===== src/rtl/wb_write_queue.sv =====
// Write-back queue: merges LSU/ALU write-backs into an in-order FIFO and drains one registered one-hot write per cycle.
// Optional macro WBQ_FORWARD_EN adds a combinational forwarding search port (fwd_rd/fwd_hit/fwd_data).
module wb_write_queue #(
    parameter int DATA_WIDTH = 32,
    parameter int ADDR_WIDTH = 5,
    parameter int DEPTH      = 4
) (
    input  logic                         clk,
    input  logic                         reset,
    input  logic                         lsu_valid,
    input  logic [ADDR_WIDTH-1:0]        lsu_rd,
    input  logic [DATA_WIDTH-1:0]        lsu_data,
    output logic                         lsu_ready,
    input  logic                         alu_valid,
    input  logic [ADDR_WIDTH-1:0]        alu_rd,
    input  logic [DATA_WIDTH-1:0]        alu_data,
    output logic                         alu_ready,
    output logic [(2**ADDR_WIDTH)-1:0]   rf_we,
    output logic [DATA_WIDTH-1:0]        rf_wdata,
    output logic [$clog2(DEPTH+1)-1:0]   count,
    output logic                         full,
    output logic                         empty
`ifdef WBQ_FORWARD_EN
    ,
    input  logic [ADDR_WIDTH-1:0]        fwd_rd,
    output logic                         fwd_hit,
    output logic [DATA_WIDTH-1:0]        fwd_data
`endif
);

    localparam int NREG = 2 ** ADDR_WIDTH;
    localparam int PW   = $clog2(DEPTH);
    localparam int CW   = $clog2(DEPTH + 1);

    logic [ADDR_WIDTH-1:0] rd_mem   [DEPTH];
    logic [DATA_WIDTH-1:0] data_mem [DEPTH];

    logic [PW-1:0]         wr_ptr_q, wr_ptr_d;
    logic [PW-1:0]         rd_ptr_q, rd_ptr_d;
    logic [CW-1:0]         count_q, count_d;
    logic [NREG-1:0]       rf_we_q, rf_we_d;
    logic [DATA_WIDTH-1:0] rf_wdata_q, rf_wdata_d;

    logic                  lsu_acc, alu_acc, push, pop;
    logic [ADDR_WIDTH-1:0] in_rd;
    logic [DATA_WIDTH-1:0] in_data;

    assign full      = (count_q == CW'(DEPTH));
    assign empty     = (count_q == '0);
    assign count     = count_q;
    assign lsu_ready = !full;
    assign alu_ready = !full && !lsu_valid;
    assign rf_we     = rf_we_q;
    assign rf_wdata  = rf_wdata_q;

    always_comb begin
        lsu_acc    = lsu_valid && lsu_ready;
        alu_acc    = alu_valid && alu_ready;
        in_rd      = lsu_valid ? lsu_rd : alu_rd;
        in_data    = lsu_valid ? lsu_data : alu_data;
        // x0 writes complete the handshake but are dropped here
        push       = (lsu_acc || alu_acc) && (in_rd != '0);
        pop        = !empty;
        wr_ptr_d   = push ? wr_ptr_q + PW'(1) : wr_ptr_q;
        rd_ptr_d   = pop ? rd_ptr_q + PW'(1) : rd_ptr_q;
        count_d    = count_q + CW'(push) - CW'(pop);
        rf_we_d    = pop ? (NREG'(1) << rd_mem[rd_ptr_q]) : '0;
        rf_wdata_d = pop ? data_mem[rd_ptr_q] : rf_wdata_q;
    end

    always_ff @(posedge clk) begin
        if (push) begin
            rd_mem[wr_ptr_q]   <= in_rd;
            data_mem[wr_ptr_q] <= in_data;
        end
    end

    always_ff @(posedge clk or negedge reset) begin
        if (!reset) begin
            wr_ptr_q   <= '0;
            rd_ptr_q   <= '0;
            count_q    <= '0;
            rf_we_q    <= '0;
            rf_wdata_q <= '0;
        end else begin
            wr_ptr_q   <= wr_ptr_d;
            rd_ptr_q   <= rd_ptr_d;
            count_q    <= count_d;
            rf_we_q    <= rf_we_d;
            rf_wdata_q <= rf_wdata_d;
        end
    end

`ifdef WBQ_FORWARD_EN
    logic [ADDR_WIDTH-1:0] out_rd_q, out_rd_d;
    logic [PW-1:0]         idx;

    assign out_rd_d = pop ? rd_mem[rd_ptr_q] : out_rd_q;

    always_ff @(posedge clk or negedge reset) begin
        if (!reset) out_rd_q <= '0;
        else        out_rd_q <= out_rd_d;
    end

    // Scan oldest to youngest so the youngest match overwrites earlier ones
    always_comb begin
        fwd_hit  = 1'b0;
        fwd_data = '0;
        idx      = '0;
        if (fwd_rd != '0) begin
            if ((rf_we_q != '0) && (out_rd_q == fwd_rd)) begin
                fwd_hit  = 1'b1;
                fwd_data = rf_wdata_q;
            end
            for (int unsigned i = 0; i < DEPTH; i++) begin
                idx = rd_ptr_q + PW'(i);
                if ((CW'(i) < count_q) && (rd_mem[idx] == fwd_rd)) begin
                    fwd_hit  = 1'b1;
                    fwd_data = data_mem[idx];
                end
            end
        end
    end
`endif

endmodule


===== config.mk =====
export PLATFORM = sky130hd
export DESIGN_NAME = wb_write_queue
export DESIGN_NICKNAME = d
export VERILOG_FILES = /design/src/rtl/wb_write_queue.sv
export SDC_FILE = /design/constraint.sdc
export NUM_CORES = 1
export LEC_CHECK = 0
export CELL_PAD_IN_SITES_DETAIL_PLACEMENT = 1
export CELL_PAD_IN_SITES_GLOBAL_PLACEMENT = 2
export CORE_MARGIN = 2
export CORE_UTILIZATION = 25
export CTS_BUF_LIST = sky130_fd_sc_hd__clkbuf_8
export DETAILED_ROUTE_END_ITERATION = 8
export PLACE_DENSITY_LB_ADDON = 0.12
export SYNTH_ARGS = -nofsm -noshare
export SYNTH_HDL_FRONTEND = slang
export SYNTH_SLANG_ARGS = --single-unit

===== constraint.sdc =====
create_clock -name clk -period 2.8 [get_ports clk]
set_input_delay 0.28 -clock clk [delete_from_list [all_inputs] [get_ports clk]]
set_output_delay 0.28 -clock clk [all_outputs]
set_load 0.05 [all_outputs]

After elaboration in Yosys (flattened, before gate mapping)
Memories as Yosys holds them, arrays and structs flattened. A register that Yosys moved wholly into a read port is not among the register bits.
Index checks and enable logic that the tools add are counted.
- equality and inequality tests: 1
- multiplexer cells: 5
- shift operators: 1
- $add $sub $neg: 4
- reductions and logical operators: 12
- operators with widths (kind ; count):
    two-way mux 32 bit ; 2
    << shifter 1 x 5 -> 32 bit (first input constant) ; 1
    zero test 1 bit ; 5
    two-way mux 5 bit ; 1
    nonzero test 5 bit ; 1
    adder 2 x 1 -> 2 bit (second input constant) ; 2
    logical AND 1 bit ; 4
    adder 3 x 1 -> 3 bit ; 1
    == test 3 bit (second input constant) ; 1
    zero test 3 bit ; 1
    subtractor 3 x 1 -> 3 bit ; 1
    two-way mux 1 bit ; 2
    logical OR 1 bit ; 1
- bits in registers: 39
- input bits: 78
- memories: 2
- bits in writable memories: 148
- memory list (memory ; words ; bits a word ; read ports ; clocked after Yosys merged registers in ; write ports ; line ; text):
    data_mem ; 4 ; 32 ; 1 ; 1 ; 1 ; 36 ; logic [DATA_WIDTH-1:0] data_mem [DEPTH];
    rd_mem ; 4 ; 5 ; 1 ; 0 ; 1 ; 35 ; logic [ADDR_WIDTH-1:0] rd_mem [DEPTH];

Longest topological paths before layout
- depth after elaboration: 8
- mapped depth: 10

Least setup slack after synthesis
Ideal clock, no wire load.
- path type: reg2reg
- start: register count_q[2], in the netlist count[2]
- end: register count_q[2], in the netlist count[2]
- stages on the path, launching flop included: 10
- path buffers: 0
- arrival: 3.509 ns
- data required time: 2.676 ns
- setup slack: -0.833 ns
- path through: dfrtp_1 -> nor3b_1 -> nor4_1 -> inv_1 -> ha_1 -> inv_1 -> ha_1 -> fa_1 -> xnor2_1 -> xnor2_1
- longest elaborated chain between the ends: 8
- elaborated cells on any way between the ends: 11
- ends and longest elaborated chain (what ; line ; text):
    start, declared ; 40 ; logic [CW-1:0] count_q, count_d;
    start signal, assigned ; 88 ; count_q <= count_d;
    == test 3 bit * ; 48 ; assign full = (count_q == CW'(DEPTH));
    named net full ; 21 ; output logic full,
    zero test 1 bit * ; 51, 52 ;
    logical AND 1 bit ; 52 ; assign alu_ready = !full && !lsu_valid;
    logical AND 1 bit ; 58 ; alu_acc = alu_valid && alu_ready;
    logical OR 1 bit * ; 62 ; push = (lsu_acc || alu_acc) && (in_rd != '0);
    logical AND 1 bit * ; 62 ;
    adder 3 x 1 -> 3 bit * ; 66 ; count_d = count_q + CW'(push) - CW'(pop);
    subtractor 3 x 1 -> 3 bit * ; 66 ;
    named net count_d[2] ; 40 ;
The timed path passes the listed nets; every way through them passes the cells marked *.
A chain may end at the register's enable or synchronous reset.

Worst setup path after layout
- start: register count_q[1], in the netlist count[1]
- end: output empty
- longest elaborated chain between the ends: 1
- ends and longest elaborated chain (what ; line ; text):
    zero test 3 bit ; 49 ; assign empty = (count_q == '0);
    end, declared ; 22 ; output logic empty
No other way between the ends.

==> impl_metrics.json <==
{
  "fin_crit_ns": 2.482,
  "regArea_sq_um": 6226,
  "netlist_instances": 492,
  "power_leakage_nw": 4.229,
  "io_pins": 149,
  "final_cells": 1153,
  "clockBufferDepth": 3,
  "max_freq_mhz": 402.9,
  "first_iter_violations": 193,
  "rsz0062_at_grt": "false",
  "cts_setup_buffers": 0,
  "syn_to_final_growth_pct": 34.38,
  "cpPeakStageDelay_ns": 0.86,
  "worst_pin_slew_ns": 1.007,
  "grt_pass1_vias": 5532,
  "multi_input_area_sq_um": 2095,
  "min_path_type": "primary input to flip-flop",
  "avgRoutedWirePerCell_microns": 17.73,
  "antenna_found_initial": 0,
  "synth_nets": 577,
  "layout_commonest_cell": "edfxtp_1",
  "hold_buffers": 1,
  "fin_setup_tns_ns": 0,
  "finClkSkew_ns": 0.01019,
  "dp_slack_ns": -0.005480,
  "fp.dieW_microns": 187.5,
  "crit_required_ns": 2.52,
  "vias": 4743,
  "ys_seq_area_frac": 0.7390,
  "drive_gt1_frac": 0.2270,
  "critPathLaunch": "count[1]",
  "synthSimpleGateAreaFrac": 0.07952,
  "grt_overflow": 0,
  "path_class": "flip-flop to output pin",
  "synth.distinct_cells": 30,
  "crit_chain": "nor3_2 > buf_4 > clkdlybuf4s50_1",
  "status": "complete, no violations",
  "end_kind": "output pin",
  "worst-path-buf-inv": 2,
  "nNetsFinal": 761,
  "gp_congestion": 0.6784,
  "crit_fanout": 4,
  "final_cell_mix": "148 x edfxtp_1, 146 x clkdlybuf4s50_1, 100 x nand2_1",
  "start_util": 0.2523,
  "r2r_start": "count[2]",
  "synthAdderAreaFrac": 0.01130,
  "slew_headroom": 0.3288,
  "fin_ws_ns": 0.3179,
  "syn-cell-area_sq_um": 8418,
  "h-tree-depth": 2,
  "grt_first_pass_wirelength_mm": 31.92,
  "cts_tree": "built",
  "r2r_slack_ns": 0.40,
  "endpoint": "empty",
  "coreArea_sq_um": 33360,
  "peakVddDrop_uv": 399.9,
  "cp_top_family": "buffers and inverters",
  "synth_top_family_by_area": "multiplexers",
  "grt_start_max_net_pins": 72,
  "p_per_area_nw_per_um2": 1160,
  "r2r_end": "count[2]",
  "antenna_left": 0,
  "dp_hpwl_mm": 13.15,
  "row_count": 67,
  "die_y_microns": 187.5,
  "slew_viol_final": 0,
  "die-area_sq_um": 35160,
  "yosysWarnings": 0,
  "synth_area_leaders": "edfxtp_1 53%, dfrtp_1 21%, mux4_2 9.6%",
  "drc_errors": 0,
  "cp.arrival_ns": 2.20,
  "crit_path_top_delay_cell": "clkdlybuf4s50_1",
  "wl_mm": 20.44,
  "grt_use_total": 0.1185,
  "dpl.cell_count": 1082,
  "reg2reg_depth": 9,
  "clock_sinks": 219,
  "ys_ff_latch": 219,
  "avgSynthCellArea_sq_um": 17.11,
  "timing.final.crit_share": 0.8865,
  "n_antenna_cell": 0,
  "numPortBuffers": 148,
  "path_clk_slew_ns": 0.06,
  "final_hold_viol_count": 0,
  "synth_compound_area_frac": 0,
  "cap_violations": 0,
  "setup_viol": 0,
  "via_per_inst": 4.114,
  "drt_first_pass_iters": 4,
  "synth_xor_area_frac": 0.005202,
  "cts_made_buffers": 39,
  "ctsResizeCount": 0,
  "path_depth": 3,
  "final_core_util": 0.3390,
  "root_buffer": "clkbuf_8",
  "cp-start-kind": "flip-flop",
  "nFillCells": 3542,
  "synth_largest_area_cell": "edfxtp_1",
  "insertion_delay_ns": 0.51,
  "synthMuxAreaShare": 0.1503,
  "yosysTopAreaCellShare": 0.5279
}
through the flow:
stage	hold WS, ns	cell area, sq um	power (W)
finish	0.4043	11310	0.01312
global route	0.4113	11310	0.01392
CTS	0.3877	11310	0.01342
detailed placement	0.4636	10540	0.01049
global placement	0.4606	10540	0.01039
floorplan	-0.01559	8434	0.008459
metal layers:
| metal | up-vias | share of wire | track usage | wire [microns] |
|---|---|---|---|---|
| met5 | - | 0 | 0 | 0 |
| met4 | 0 | 0.019 | 0.03483 | 388 |
| met3 | 34 | 0.055 | 0.02920 | 1121 |
| met2 | 145 | 0.49 | 0.2056 | 9990 |
| met1 | 2386 | 0.44 | 0.1466 | 8941 |
| li1 | 2178 | - | - | - |
worst reg2reg max path, cell delays in order (launching register included):
cell	delay, ns
dfrtp_1	0.42
nor3b_4	0.18
nor4_1	0.42
inv_1	0.09
ha_1	0.29
inv_1	0.04
ha_1	0.18
fa_1	0.38
xnor2_1	0.19
xnor2_1	0.13
logic make-up (layout without fill, tap and decap cells):
| kind of cell | count (synthesis) | count (layout) |
|---|---|---|
| DFF | 219 | 219 |
| and+or+nand+nor | 156 | 156 |
| xor gates and xnor gates | 5 | 5 |
| buffers and inverters | 30 | 243 |
| muxes | 75 | 75 |
| adders and majority gates | 7 | 7 |
power breakdown:
part | switching, W | internal [W] | total (W)
clock network | 0.00126 | 0.00158 | 0.00284
registers | 0.000440 | 0.00460 | 0.00504
logic | 0.00330 | 0.00194 | 0.00524
total | 0.00500 | 0.00813 | 0.0131
layout make-up:
class / instances / area share
Multi-Input combinational cell: 243 / 0.1852
Clock inverter: 24 / 0.01117
Clock buffer: 46 / 0.05597
Inverter: 8 / 0.002655
Sequential cell: 219 / 0.5504
Timing Repair Buffer: 165 / 0.1451
Tap cell: 448 / 0.04955
Yosys cell counts:
cell type    n
and2_1       4
nor3_1       7
xnor2_1      5
clkbuf_1    13
edfxtp_1   148
fa_1         1
clkinv_1     1
nor4_1       5
mux2_2      38
nand2_1    100
or2_2        1
dfrtp_1     71
or2_4        1
buf_2        3
mux4_2      36
nand4bb_1    1
buf_6        1
nor2_1      27
or4b_2       1
mux4_1       1
inv_1        7
or3_4        1
or4_1        1
nand3_1      1
nand3b_1     2
nand2b_1     2
nand4_1      1
ha_1         6
nor3b_1      1
buf_1        5
state kept, by name, summed over array words and instances (netlist names):
name	cells
rf_we	32
rd_mem	20
count	3
rf_wdata	32
rd_ptr_q	2
wr_ptr_q	2
data_mem	128
how the worst min path moves through the flow:
stage / start / end / slack [ns] / cells after the start
final: lsu_valid / data_mem[1][26] / 0.40 / 3
after global routing: lsu_valid / data_mem[0][27] / 0.41 / 3
after CTS: lsu_valid / data_mem[2][26] / 0.39 / 3
after detailed placement: rf_wdata[22] / rf_wdata[22] / 0.46 / 2
after global placement: rf_wdata[31] / rf_wdata[31] / 0.46 / 2
after floorplan: reset / count[0] / -0.02 / 0
(Power assumes the default switching activity.)
